--- src/rtl/pkt_pkg.sv ---
// pkt_pkg: shared types and constants for the waveform packetizer.
//   SYNC_BYTE  - first byte of every frame
//   HDR_BYTES  - bytes ahead of the sample payload (sync, seq, len, ph_hi, ph_lo)
//   state_e    - controller states
//   byte_sel_e - which frame field is currently presented on tx_data
//   hi8/lo8    - big-endian byte split of a 16-bit value
//   sat_inc8   - saturating 8-bit increment
package pkt_pkg;

  localparam logic [7:0] SYNC_BYTE = 8'hA5;
  localparam int         HDR_BYTES = 5;

  typedef enum logic [1:0] {
    IDLE    = 2'd0,
    CAPTURE = 2'd1,
    SEND    = 2'd2
  } state_e;

  typedef enum logic [2:0] {
    HDR   = 3'd0,
    SEQ   = 3'd1,
    LEN   = 3'd2,
    PH_HI = 3'd3,
    PH_LO = 3'd4,
    S_HI  = 3'd5,
    S_LO  = 3'd6,
    CSUM  = 3'd7
  } byte_sel_e;

  function automatic logic [7:0] hi8(input logic [15:0] v);
    return v[15:8];
  endfunction

  function automatic logic [7:0] lo8(input logic [15:0] v);
    return v[7:0];
  endfunction

  function automatic logic [7:0] sat_inc8(input logic [7:0] v);
    return (v == 8'hFF) ? v : (v + 8'd1);
  endfunction

endpackage

--- src/rtl/pkt_sample_ram.sv ---
// pkt_sample_ram: DEPTH x WIDTH simple dual-port sample buffer.
//   clk, rst       - clock, synchronous active-high reset (read register only)
//   we/waddr/wdata - synchronous write port
//   re/raddr       - read request; rdata is registered and updates one edge
//                    after a request, holding its value otherwise
module pkt_sample_ram
  import pkt_pkg::*;
#(
  parameter int DEPTH  = 42,
  parameter int WIDTH  = 14,
  parameter int ADDR_W = 6
) (
  input  logic              clk,
  input  logic              rst,
  input  logic              we,
  input  logic [ADDR_W-1:0] waddr,
  input  logic [WIDTH-1:0]  wdata,
  input  logic              re,
  input  logic [ADDR_W-1:0] raddr,
  output logic [WIDTH-1:0]  rdata
);

  logic [WIDTH-1:0] mem_q [DEPTH];
  logic [WIDTH-1:0] rdata_d;
  logic [WIDTH-1:0] rdata_q;

  // Storage array write port.
  always_ff @(posedge clk) begin
    if (we) begin
      mem_q[waddr] <= wdata;
    end
  end

  // Read data holds between requests so the consumer can use it across stalls.
  always_comb begin
    rdata_d = rdata_q;
    if (re) begin
      rdata_d = mem_q[raddr];
    end else begin
      rdata_d = rdata_q;
    end
  end

  // Read data register.
  always_ff @(posedge clk) begin
    if (rst) begin
      rdata_q <= {WIDTH{1'b0}};
    end else begin
      rdata_q <= rdata_d;
    end
  end

  assign rdata = rdata_q;

endmodule

--- src/rtl/waveform_packetizer.sv ---
// waveform_packetizer: captures one trigger window of ADC samples and sends it
// as a byte frame over a valid/ready interface:
//   A5, SEQ, LEN, PH_HI, PH_LO, {S_HI, S_LO} x LEN [, CSUM]
// Windows starting while a frame is being sent are dropped and counted.
// Optional feature macro: PKT_CHECKSUM_EN appends a modulo-256 sum of all
// bytes after the sync byte.
// Ports:
//   clk, rst                  - clock, synchronous active-high reset
//   win_active, win_sample    - window flag and sample stream
//   pulse_height              - latched on the first cycle after the window
//   tx_data, tx_valid, tx_ready - byte stream to the UART transmitter
//   busy                      - capture or send in progress
//   drop_count                - saturating count of dropped windows
module waveform_packetizer
  import pkt_pkg::*;
#(
  parameter int WINDOW_LEN = 42,
  parameter int SAMPLE_W   = 14
) (
  input  logic                clk,
  input  logic                rst,
  input  logic                win_active,
  input  logic [SAMPLE_W-1:0] win_sample,
  input  logic [SAMPLE_W-1:0] pulse_height,
  output logic [7:0]          tx_data,
  output logic                tx_valid,
  input  logic                tx_ready,
  output logic                busy,
  output logic [7:0]          drop_count
);

  localparam int         ADDR_W    = (WINDOW_LEN > 1) ? $clog2(WINDOW_LEN) : 1;
  localparam logic [7:0] WIN_LEN_B = 8'(WINDOW_LEN);

  state_e              state_q, state_d;
  byte_sel_e           sel_q, sel_d;
  logic                win_prev_q, win_prev_d;
  logic [7:0]          wr_idx_q, wr_idx_d;
  logic [7:0]          len_q, len_d;
  logic [SAMPLE_W-1:0] ph_q, ph_d;
  logic [7:0]          rd_idx_q, rd_idx_d;
  logic [7:0]          seq_q, seq_d;
  logic [7:0]          drop_q, drop_d;
  logic [7:0]          tx_data_q, tx_data_d;
  logic                tx_valid_q, tx_valid_d;
  logic                busy_q, busy_d;
`ifdef PKT_CHECKSUM_EN
  logic [7:0]          csum_q, csum_d;
`endif

  logic                rise_s;
  logic                accept_s;
  logic [7:0]          rd_next_s;
  logic                samples_done_s;
  logic                last_byte_s;
  logic                frame_done_s;

  logic                ram_we_s;
  logic [ADDR_W-1:0]   ram_waddr_s;
  logic [SAMPLE_W-1:0] ram_wdata_s;
  logic                ram_re_s;
  logic [ADDR_W-1:0]   ram_raddr_s;
  logic [SAMPLE_W-1:0] ram_rdata_s;

  pkt_sample_ram #(
    .DEPTH  (WINDOW_LEN),
    .WIDTH  (SAMPLE_W),
    .ADDR_W (ADDR_W)
  ) u_ram (
    .clk   (clk),
    .rst   (rst),
    .we    (ram_we_s),
    .waddr (ram_waddr_s),
    .wdata (ram_wdata_s),
    .re    (ram_re_s),
    .raddr (ram_raddr_s),
    .rdata (ram_rdata_s)
  );

  // Event decode shared by the next-state and datapath logic.
  always_comb begin
    rise_s         = win_active & ~win_prev_q;
    accept_s       = tx_valid_q & tx_ready;
    rd_next_s      = rd_idx_q + 8'd1;
    samples_done_s = (rd_next_s >= len_q);
`ifdef PKT_CHECKSUM_EN
    last_byte_s    = (sel_q == CSUM);
`else
    last_byte_s    = (sel_q == S_LO) && samples_done_s;
`endif
    frame_done_s   = (state_q == SEND) && accept_s && last_byte_s;
  end

  // State register and all datapath flops.
  always_ff @(posedge clk) begin
    if (rst) begin
      state_q    <= IDLE;
      sel_q      <= HDR;
      // Treat the flag as already high so a window in progress at reset is skipped.
      win_prev_q <= 1'b1;
      wr_idx_q   <= 8'd0;
      len_q      <= 8'd0;
      ph_q       <= {SAMPLE_W{1'b0}};
      rd_idx_q   <= 8'd0;
      seq_q      <= 8'd0;
      drop_q     <= 8'd0;
      tx_data_q  <= 8'd0;
      tx_valid_q <= 1'b0;
      busy_q     <= 1'b0;
`ifdef PKT_CHECKSUM_EN
      csum_q     <= 8'd0;
`endif
    end else begin
      state_q    <= state_d;
      sel_q      <= sel_d;
      win_prev_q <= win_prev_d;
      wr_idx_q   <= wr_idx_d;
      len_q      <= len_d;
      ph_q       <= ph_d;
      rd_idx_q   <= rd_idx_d;
      seq_q      <= seq_d;
      drop_q     <= drop_d;
      tx_data_q  <= tx_data_d;
      tx_valid_q <= tx_valid_d;
      busy_q     <= busy_d;
`ifdef PKT_CHECKSUM_EN
      csum_q     <= csum_d;
`endif
    end
  end

  // Controller next-state logic.
  always_comb begin
    state_d = state_q;
    case (state_q)
      IDLE: begin
        if (rise_s) begin
          state_d = CAPTURE;
        end else begin
          state_d = IDLE;
        end
      end
      CAPTURE: begin
        if (!win_active) begin
          state_d = SEND;
        end else begin
          state_d = CAPTURE;
        end
      end
      SEND: begin
        if (frame_done_s) begin
          state_d = IDLE;
        end else begin
          state_d = SEND;
        end
      end
      default: begin
        state_d = IDLE;
      end
    endcase
  end

  // Capture writes, frame byte sequencing, drop counting and checksum.
  always_comb begin
    win_prev_d  = win_active;
    sel_d       = sel_q;
    wr_idx_d    = wr_idx_q;
    len_d       = len_q;
    ph_d        = ph_q;
    rd_idx_d    = rd_idx_q;
    seq_d       = seq_q;
    drop_d      = drop_q;
    tx_data_d   = tx_data_q;
    tx_valid_d  = tx_valid_q;
    busy_d      = busy_q;
    ram_we_s    = 1'b0;
    ram_waddr_s = {ADDR_W{1'b0}};
    ram_wdata_s = win_sample;
    ram_re_s    = 1'b0;
    ram_raddr_s = {ADDR_W{1'b0}};
`ifdef PKT_CHECKSUM_EN
    csum_d      = csum_q;
`endif

    case (state_q)
      IDLE: begin
        if (rise_s) begin
          // The sample in the rising-edge cycle is index 0.
          ram_we_s = 1'b1;
          wr_idx_d = 8'd1;
          busy_d   = 1'b1;
        end else begin
          wr_idx_d = 8'd0;
        end
      end

      CAPTURE: begin
        if (win_active) begin
          if (wr_idx_q < WIN_LEN_B) begin
            ram_we_s    = 1'b1;
            ram_waddr_s = wr_idx_q[ADDR_W-1:0];
            wr_idx_d    = wr_idx_q + 8'd1;
          end else begin
            wr_idx_d    = wr_idx_q;
          end
        end else begin
          len_d      = wr_idx_q;
          ph_d       = pulse_height;
          tx_valid_d = 1'b1;
          tx_data_d  = SYNC_BYTE;
          sel_d      = HDR;
          rd_idx_d   = 8'd0;
          // Prefetch sample 0 so it is ready well before the payload starts.
          ram_re_s   = 1'b1;
          ram_raddr_s = {ADDR_W{1'b0}};
        end
      end

      SEND: begin
        if (rise_s) begin
          drop_d = sat_inc8(drop_q);
        end else begin
          drop_d = drop_q;
        end

        if (frame_done_s) begin
          tx_valid_d = 1'b0;
          tx_data_d  = 8'd0;
          busy_d     = 1'b0;
          seq_d      = seq_q + 8'd1;
          sel_d      = HDR;
        end else if (accept_s) begin
          case (sel_q)
            HDR: begin
              tx_data_d = seq_q;
              sel_d     = SEQ;
            end
            SEQ: begin
              tx_data_d = len_q;
              sel_d     = LEN;
            end
            LEN: begin
              tx_data_d = hi8(16'(ph_q));
              sel_d     = PH_HI;
            end
            PH_HI: begin
              tx_data_d = lo8(16'(ph_q));
              sel_d     = PH_LO;
            end
            PH_LO: begin
              tx_data_d = hi8(16'(ram_rdata_s));
              sel_d     = S_HI;
            end
            S_HI: begin
              tx_data_d = lo8(16'(ram_rdata_s));
              sel_d     = S_LO;
              // Low byte is taken from the current read data on this same
              // edge, so the next sample can be fetched now.
              if (!samples_done_s) begin
                ram_re_s    = 1'b1;
                ram_raddr_s = rd_next_s[ADDR_W-1:0];
              end else begin
                ram_re_s    = 1'b0;
              end
            end
            S_LO: begin
              if (!samples_done_s) begin
                rd_idx_d  = rd_next_s;
                tx_data_d = hi8(16'(ram_rdata_s));
                sel_d     = S_HI;
              end else begin
`ifdef PKT_CHECKSUM_EN
                tx_data_d = csum_q;
                sel_d     = CSUM;
`else
                tx_data_d = tx_data_q;
                sel_d     = sel_q;
`endif
              end
            end
            default: begin
              tx_data_d = tx_data_q;
              sel_d     = sel_q;
            end
          endcase
        end else begin
          tx_data_d = tx_data_q;
        end
      end

      default: begin
        busy_d     = 1'b0;
        tx_valid_d = 1'b0;
      end
    endcase

`ifdef PKT_CHECKSUM_EN
    // Sum every byte loaded after the sync byte, up to the checksum itself.
    if ((state_q == CAPTURE) && !win_active) begin
      csum_d = 8'd0;
    end else if ((state_q == SEND) && accept_s && tx_valid_d && (sel_d != CSUM)) begin
      csum_d = csum_q + tx_data_d;
    end else begin
      csum_d = csum_q;
    end
`endif
  end

  assign tx_data    = tx_data_q;
  assign tx_valid   = tx_valid_q;
  assign busy       = busy_q;
  assign drop_count = drop_q;

endmodule

--- config.mk ---
export PLATFORM = sky130hd
export DESIGN_NAME = waveform_packetizer
export DESIGN_NICKNAME = d
export VERILOG_FILES = /design/src/rtl/pkt_pkg.sv /design/src/rtl/pkt_sample_ram.sv /design/src/rtl/waveform_packetizer.sv
export SDC_FILE = /design/constraint.sdc
export NUM_CORES = 1
export LEC_CHECK = 0
export ABC_AREA = 1
export BUFFER_PORTS_ARGS = -buffer_cell sky130_fd_sc_hd__buf_2
export CORE_AREA = 2 2 315 317
export CTS_CLUSTER_SIZE = 12
export DETAILED_ROUTE_END_ITERATION = 10
export DIE_AREA = 0 0 317 319
export GPL_TIMING_DRIVEN = 1
export MAX_ROUTING_LAYER = met4
export PLACE_DENSITY_LB_ADDON = 0.05
export SETUP_SLACK_MARGIN = 0.3
export SLEW_MARGIN = 20
export SYNTH_ARGS = -nofsm -noshare
export SYNTH_HDL_FRONTEND = slang
export SYNTH_SLANG_ARGS = --single-unit
--- constraint.sdc ---
create_clock -name clk -period 5.3 [get_ports clk]
set_input_delay 0.265 -clock clk [delete_from_list [all_inputs] [get_ports clk]]
set_output_delay 0.265 -clock clk [all_outputs]
set_load 0.1 [all_outputs]
* Yosys cells after proc, flatten, opt, wreduce, memory -nomap -nowiden
Memories as Yosys holds them, arrays and structs flattened. A register that Yosys moved wholly into a read port is not among the register bits.
Index checks and enable logic that the tools add are counted.
** Storage, ports and cells
- Register bits after elaboration :: 70
- Memory bits (writable) :: 588
- Input bits :: 32
- Logic and storage cells :: 113
- Memories :: 1
** Memories
- u_ram.mem_q :: words 42, width 14, rd ports 1, clocked after memory_dff 1, wr ports 1, RTL line pkt_sample_ram.sv:23 : logic [WIDTH-1:0] mem_q [DEPTH];
** Operators by class
- Add/sub/neg operators :: 4
- Magnitude comparators :: 2
- Eq/ne operators :: 21
- Multiplexer cells :: 51
- Bitwise logic cells :: 7
- Reductions and logical operators :: 15
** Operator list (number)
- 8-bit 2-to-1 mux :: 11
- 8-bit case mux with 7 select lines :: 1
- 6-bit 2-to-1 mux :: 8
- 8-bit case mux with 2 select lines :: 3
- 8-bit by 1-bit adder with 8-bit output (second input constant) :: 4
- 3-bit case mux with 7 select lines :: 1
- 2-bit != test (second input constant) :: 9
- 1-bit 2-to-1 mux :: 15
- 3-bit 2-to-1 mux :: 4
- 3-bit AND reduction :: 4
- 3-bit equality test (second input constant) :: 3
- 9-bit by 3-bit != test with 1-bit output (second input constant) :: 1
- 8-bit equality test (second input constant) :: 1
- 8-bit greater-or-equal comparator :: 1
- 8-bit by 6-bit less-than comparator with 1-bit output (second input constant) :: 1
- 3-bit by 2-bit equality test with 1-bit output (second input constant) :: 2
- 1-bit case mux with 3 select lines :: 2
- 2-bit case mux with 3 select lines :: 1
- 3-bit case mux with 2 select lines :: 1
- 6-bit AND reduction :: 1
- 1-bit inverter :: 5
- 5-bit AND reduction :: 1
- 2-bit 2-to-1 mux :: 2
- 4-bit != test (second input constant) :: 1
- 11 further kinds :: 17

* Logic depth before layout (Yosys ltp)
Gate-level depths: netlist (run 1).
- Depth after elaboration :: 7
- Mapped depth :: 22
- Gate-level depth less buffers :: 20

* Cells and area by module
Synthesis (run 1) repeated with hierarchy kept, for this count alone.
** Unflattened totals
- Cells, all modules :: 2766
- Area total of the unflattened synthesis :: 28705.0 um2
** Modules (own cells, without submodules)
- pkt_sample_ram :: instances 1, cells each 2223, area an instance 24968.9 um2
- waveform_packetizer :: instances 1, cells each 543, area an instance 3736.1 um2

* Worst setup path after synthesis (run 1)
No wires, ideal clock.
- Kind :: register -> register
- From :: register rd_idx_q[2]
- To :: register u_ram.rdata_q[0], in the netlist u_ram.rdata[0] (read register of u_ram.mem_q)
- Setup time :: 119 ps
- Arrival time :: 2801 ps
- Path slack :: 2380 ps
- Stages on the path, launching flop included :: 21
- Cell sequence :: dfxtp_1 nand4_1 nor2_1 nand2_1 nor2_1 xnor2_1 inv_1 ha_1 a21oi_1 inv_1 nor2_2 nand4_4 buf_6 buf_2 buf_2 o211ai_1 nand3_1 nand2_1 nand2_1 a21oi_1 a21oi_1
** Between the ends
- Word-level cells in the longest chain between the ends :: 7
** Ends and longest elaborated chain
- from (decl) :: RTL line waveform_packetizer.sv:41 : logic [7:0] rd_idx_q, rd_idx_d;
- from (signal assigned) :: RTL line waveform_packetizer.sv:120 : rd_idx_q <= rd_idx_d;
- 8-bit by 1-bit adder with 8-bit output (*) :: RTL line waveform_packetizer.sv:84 : rd_next_s = rd_idx_q + 8'd1;
- 8-bit greater-or-equal comparator :: RTL line waveform_packetizer.sv:85 : samples_done_s = (rd_next_s >= len_q);
- 1-bit 2-to-1 mux or 6-bit 2-to-1 mux (tied branches) :: RTL line waveform_packetizer.sv:259 : if (!samples_done_s) begin
- 1-bit 2-to-1 mux or 6-bit 2-to-1 mux (tied branches) :: RTL line waveform_packetizer.sv:233 : case (sel_q)
- 1-bit 2-to-1 mux or 6-bit 2-to-1 mux (tied branches) :: RTL line waveform_packetizer.sv:232 : end else if (accept_s) begin
- 1-bit 2-to-1 mux or 6-bit 2-to-1 mux (tied branches) :: RTL line waveform_packetizer.sv:226 : if (frame_done_s) begin
- 1-bit case mux with 2 select lines or 6-bit 2-to-1 mux (tied branches)
- to (decl) :: RTL line pkt_sample_ram.sv:25 : logic [WIDTH-1:0] rdata_q;
Every way passes the cells marked *; elsewhere a longest branch is shown, timed or not.
A chain may end at the register's enable or synchronous reset.

* Final worst setup path (run 1)
- From :: register rd_idx_q[0]
- To :: register u_ram.rdata_q[1], in the netlist u_ram.rdata[1] (read register of u_ram.mem_q)
Same word-level chain as after synthesis.

==> results of run 1 <==
## timing repair
| action | 4_1_cts | 5_1_grt |
|---|---|---|
| hold buffers | 15 | 0 |
| endpoints found under the setup margin | 0 | 0 |
| hold endpoints to repair | 16 | 0 |
| resized for setup | 0 | 0 |
## power by group through the flow
| stage | combinational (mW) | sequential, mW | clock (mW) |
|---|---|---|---|
| after floorplan | 0.126 | 5.91 | 0 |
| after global placement | 0.378 | 5.89 | 0 |
| after detailed placement | 0.381 | 5.89 | 0 |
| after CTS | 0.390 | 5.78 | 5.35 |
| after global routing | 0.414 | 5.78 | 5.54 |
| final | 0.384 | 5.78 | 5.22 |
## cell families after synthesis
| logic type | after synthesis |
|---|---|
| flops | 672 |
| simple gates | 1351 |
| buf+inv | 570 |
| compound gates | 251 |
| fa+ha+maj | 16 |
| xor+xnor | 6 |
## cells in the mapped netlist (3+ instances only)
master / instances / area [sq um]
nand2_1: 686 / 2570
edfxtp_1: 588 / 17700
inv_1: 418 / 1570
nand3_1: 393 / 1970
nor2_1: 185 / 694
a21oi_1: 88 / 440
o21ai_0: 88 / 440
dfxtp_1: 84 / 1680
clkbuf_1: 71 / 267
buf_2: 51 / 255
nand4_1: 50 / 313
o211ai_1: 35 / 263
buf_1: 17 / 63.8
ha_1: 16 / 200
nor3_1: 14 / 70.1
o22ai_1: 14 / 87.6
or2_2: 10 / 62.6
a221oi_1: 7 / 61.3
a211oi_1: 6 / 45.0
xor2_1: 5 / 43.8
buf_4: 4 / 30.0
inv_2: 4 / 15.0
nor2_2: 4 / 25.0
a31oi_1: 3 / 18.8
buf_6: 3 / 33.8
## worst paths after layout
kind / endpoint / slack [ns] / cells after the start
hold reg to reg: tx_data[2] / 0.46 / 2
setup / recovery: u_ram.rdata[1] / 0.84 / 19
setup reg to reg: u_ram.rdata[1] / 0.84 / 19
hold / removal: u_ram.mem_q[24][9] / 0.07 / 1
## sequential cells by signal, indices dropped and copies added, names as in the netlist
register and cells:
drop_count 8, sel_q 3, seq_q 8, tx_valid 1, rd_idx_q 8, tx_data 8, len_q 8, u_ram.rdata 14
busy 1, state_q 2, u_ram.mem_q 588, wr_idx_q 8, ph_q 14, win_prev_q 1
## per-layer routing
metal,GRT usage (%),wire length [um],vias to the layer above
met5,-,0,-
met4,4.99,2360,0
met3,2.41,4090,121
met2,31.4,46000,465
met1,28.7,47900,10312
li1,-,-,9776
## final cells by class
class | instances | area share [%]
antenna | 2 | 0.0149
clock buffer | 109 | 6.51
clock inverter | 35 | 0.679
inverter | 424 | 4.74
multi-input combinational | 1624 | 22.4
sequential | 672 | 57.4
tap | 1287 | 4.78
timing repair buffer | 151 | 3.53
## critical path, cell delays in order, from the launching register on
cell and delay [ns]:
dfxtp_1 0.48, nand4_1 0.20, nor2_1 0.13, nand2_1 0.07, nor2_1 0.13, xnor2_1 0.14, inv_1 0.09, ha_1 0.30
nand2_1 0.07, nor2_1 0.24, nand2_1 0.21, nand4_2 0.19, nor2_4 0.07, inv_2 0.60, buf_4 0.39, nand3_1 0.11
nand3_1 0.27, nand3_1 0.24, nand3_1 0.30, a21oi_1 0.10
## metrics by stage
| stage | cells | utilization, % | setup WS [ns] |
|---|---|---|---|
| after CTS | 4301 | 34.5 | 0.811 |
| final | 4304 | 34.5 | 0.838 |
| after global routing | 4302 | 34.5 | 0.449 |
| after floorplan | 2866 | - | 2.38 |
| after global placement | 4142 | 31.8 | 0.722 |
| after detailed placement | 4142 | 31.8 | 0.834 |
==> results_dict.tcl, run 1 <==
set metrics [dict create \
    status "finished, final reports clean" \
    setup_viol 0 \
    finalNetCount 3001 \
    synth_xor_area_share_pct 0.181 \
    yosys_register_bits 672 \
    min_path_type "input port to flop" \
    worstPathRequired_ns 5.83 \
    leakagePower_nw 13.4 \
    post_cts_buffers 0 \
    grt_overflow 0 \
    antenna_found_initial 2 \
    htree_levels 3 \
    hpwl_um 59100 \
    p_sw_mw 2.59 \
    num_rows 115 \
    synth_edf_count 588 \
    core_area_sq_um 97700 \
    io_buffers 49 \
    grt_pass1_wl_um 146000 \
    netlist-cell-type-count 41 \
    seq_power_share_pct 50.8 \
    syn_avg_cell_area_sq_um 10.1 \
    worstSetupPathType "flop to flop" \
    ir_drop_v 0.000264 \
    grt_use_total_pct 20.4 \
    p_sw_share_pct 22.8 \
    die_h_um 319 \
    routed_wl_um 100000 \
    mappedNetlistNets 2914 \
    synth_compound_area_share_pct 4.93 \
    p_clk_share_pct 45.9 \
    endpoint_kind "flop" \
    hold_slack_ns 0.0688 \
    fp.dieW_um 317 \
    n_fill_cell 9968 \
    startpoint "rd_idx_q[0]" \
    setup_tns_ns 0 \
    muxShareOfSynthArea_pct 0 \
    final_area_sq_um 33700 \
    r2r_start "rd_idx_q[0]" \
    min_period_ns 4.46 \
    place_area_sq_um 31100 \
    relSlewSlack_pct 24.1 \
    drc_errors 0 \
    cts-root-buf "clkbuf_16" \
    layout-drive-gt1-share_pct 8.99 \
    start_kind "flop" \
    p_comb_share_pct 3.4 \
    p_per_area_nw_per_um2 338 \
    clock_skew_ns 0.0261 \
    fin_crit_sh_pct 84.2 \
    max_freq_mhz 224 \
    p_int_mw 8.79 \
    crit_path_max_fanout 27 \
    viasPerCell 4.80 \
    initial_utilization_pct 29.8 \
    cts_sinks 672 \
    ios 50 \
    synthSimpleGateAreaFrac_pct 20.0 \
    dr_total_vias 20674 \
    layout_common_cells "nand2_1 (686), edfxtp_1 (588), inv_1 (418)" \
    cp.arrival_ns 4.99 \
    synth_seq_area_share_pct 66.5 \
    yosysWarnings 0 \
    synth_top_family_by_area "simple AND/OR/NAND/NOR gates" \
    multi_input_area_sq_um 7540 \
    dr.pass1.iters 7 \
    min_from "win_sample[9]" \
    ys.flop_type "edfxtp_1" \
    clk_latency_ns 0.65 \
    power.total_mw 11.4 \
    worstMarginPinSlew_ns 1.14 \
    drv_slew 0 \
    async_flop_share_pct 0 \
    antenna_left 0 \
    rsz0062_at_grt "false" \
    drtIter0Drc 1764 \
    max_cap_violations 0 \
    wire_per_inst_um 23.3 \
    grt_max_degree 132 \
    area_growth_pct 15.9 \
    synthCells 2866 \
    final_common_cell "nand2_1" \
    synthAdderAreaFrac_pct 0.689 \
    die-area_sq_um 101000 \
    cts_inserted_buffers 80 \
    clk_path_buf_depth 3 \
    cts_tree "done" \
    synth_area_sq_um 29100 \
    clk_pin_slew_worst_paths_ns 0.06 \
    hold_viol_final 0 \
    grt_pass1_vias 19998 \
    regArea_sq_um 19300 \
    gp_congestion 0.807 \
]
(Power assumes the default switching activity.)
==> run 2, diff against run 1 <==
clock period = 3.85 ns   (was 5.3 ns; I/O delays follow)
==> run 2 against run 1 <==
Net effect: register-to-register slack got worse by 0.42 ns; clock skew rose by 0.0011 ns; highest routed layer unchanged; sequential cell count did not move; largest power group unchanged; sequential power rose by 38%; clock power rose by 41%.
==> results_dict.tcl, run 2 (synthesis results as in run 1) <==
set metrics [dict create \
    status "finished, final reports clean" \
    clk_path_buf_depth 3 \
    htree_levels 3 \
    dr_total_vias 21370 \
    drtIter0Drc 2010 \
    met1_usage_pct 29.0 \
    p_comb_share_pct 3.6 \
    p_clk_share_pct 46.4 \
    rrSetupSlack_ns 0.41 \
    final_util_pct 36.9 \
    worstMarginPinSlew_ns 1.01 \
    p_sw_mw 3.57 \
    drc_errors 0 \
    slowest_stage "dfxtp_2" \
    cts-root-buf "clkbuf_16" \
    final_common_cell "nand2_1" \
    core_area_sq_um 97700 \
    grt_pass1_wl_um 149000 \
    critical_path.max_stage_delay_ns 0.35 \
    worstPathRequired_ns 4.38 \
    wire_per_inst_um 24.4 \
    cp.arrival_ns 3.97 \
    p_per_area_nw_per_um2 441 \
    grt_max_degree 89 \
    clk_pin_slew_worst_paths_ns 0.06 \
    cts_tree "done" \
    dr.pass1.iters 5 \
    clock_skew_ns 0.0272 \
    clk_latency_ns 0.65 \
    crit_path_max_fanout 42 \
    setup_viol 0 \
    layout-drive-gt1-share_pct 15.3 \
    ir_drop_v 0.000265 \
    max_cap_violations 0 \
    hold_viol_final 0 \
    p_sw_share_pct 22.5 \
    seq_power_share_pct 50.1 \
    crit_buf_inv 5 \
    grt_overflow 0 \
    fin_crit_sh_pct 89.2 \
    initial_utilization_pct 29.8 \
    crit_family "simple AND/OR/NAND/NOR gates" \
    viasPerCell 4.84 \
    n_fill_cell 9735 \
    grt_use_total_pct 21.1 \
    worstSetupPathType "flop to flop" \
    crit_top_cell "nand2_1" \
    layout_common_cells "nand2_1 (676), edfxtp_1 (588), inv_1 (416)" \
    dpl_worst_slack_ns -0.258 \
    cts_inserted_buffers 79 \
    path_cells "nand4_1, nor2_1, nand2_1, nor2_2, xnor2_1, inv_1, ha_4, nand2_1, a21oi_2, nor2_4, buf_4, nand4_2, nor2_4, inv_2, buf_12, nand3_2, nand2_1, nand2_1, a21oi_2, buf_6, a21oi_1" \
    endpoint_kind "flop" \
    setup_slack_ns 0.415 \
    num_rows 115 \
    leakagePower_nw 14.5 \
    io_buffers 49 \
    die_h_um 319 \
    ios 50 \
    drv_slew 0 \
    area_growth_pct 23.9 \
    routed_wl_um 108000 \
    min_path_type "input port to flop" \
    min_period_ns 3.44 \
    rsz0062_at_grt "true" \
    grt_use_met2_pct 33.1 \
    antenna_left 0 \
    top_usage_layer "met2" \
    grtUsageMet3_pct 2.41 \
    fp.dieW_um 317 \
    antenna_found_initial 6 \
    regMostFlops "u_ram.mem_q" \
    largest_reg_flops 588 \
    max_freq_mhz 291 \
    gp_congestion 0.830 \
    p_int_mw 12.3 \
    start_kind "flop" \
    cts_sinks 672 \
    hpwl_um 63500 \
    grt_pass1_vias 20920 \
    relSlewSlack_pct 32.4 \
    die-area_sq_um 101000 \
    finalNetCount 3112 \
]
==> run 2: cell type report <==
cell class,count,area (sq um),share of cell area (%)
sequential,672,19300,53.7
multi-input combinational,1624,8000,22.2
timing repair buffer,263,2910,8.09
clock buffer,110,2230,6.18
inverter,424,1620,4.50
tap,1287,1610,4.47
clock inverter,34,289,0.803
antenna,2,5.00,0.0139
==> run 2: power groups by stage <==
stage	sequential (mW)	clock (mW)	combinational (mW)
3_3_place_gp	8.11	0	0.546
4_1_cts	7.96	7.57	0.570
2_1_floorplan	8.14	0	0.174
6_report	7.96	7.37	0.566
3_5_place_dp	8.11	0	0.548
5_1_grt	7.95	7.86	0.614
==> run 2: repair_timing <==
action,in CTS,in global routing
setup endpoints to repair,14,16
buffers inserted,6,17
cloned,3,20
resized for setup,28,112
hold endpoints to repair,30,0
pin swaps,8,43
hold buffers,17,0
==> run 2: final timing paths <==
check,to,startpoint,cells past startpoint
min reg2reg,tx_data[6],tx_data[6],2
max,u_ram.rdata[12],rd_idx_q[1],21
max reg2reg,u_ram.rdata[12],rd_idx_q[1],21
min,u_ram.mem_q[0][2],win_sample[2],1
==> run 2: stage by stage <==
step                power (mW)  hold WS, ns  cell area [sq um]  std cells  TNS (ns)
CTS                       16.1      0.00957              34800       4377         0
global placement          8.65        0.423              31800       4207    -0.546
detailed placement        8.66        0.426              31800       4207    -0.445
floorplan                 8.31        0.291              29100       2866         0
global route              16.4       0.0558              36000       4414         0
finish                    15.9       0.0488              36000       4416         0
==> run 2: metal layers <==
metal / part of all wire, % / vias up / routed length [um]
met4: 2.2 / 0 / 2400
met2: 47 / 582 / 50200
met1: 46 / 10622 / 49700
met5: 0 / - / 0
met3: 5.2 / 121 / 5580
li1: - / 10045 / -
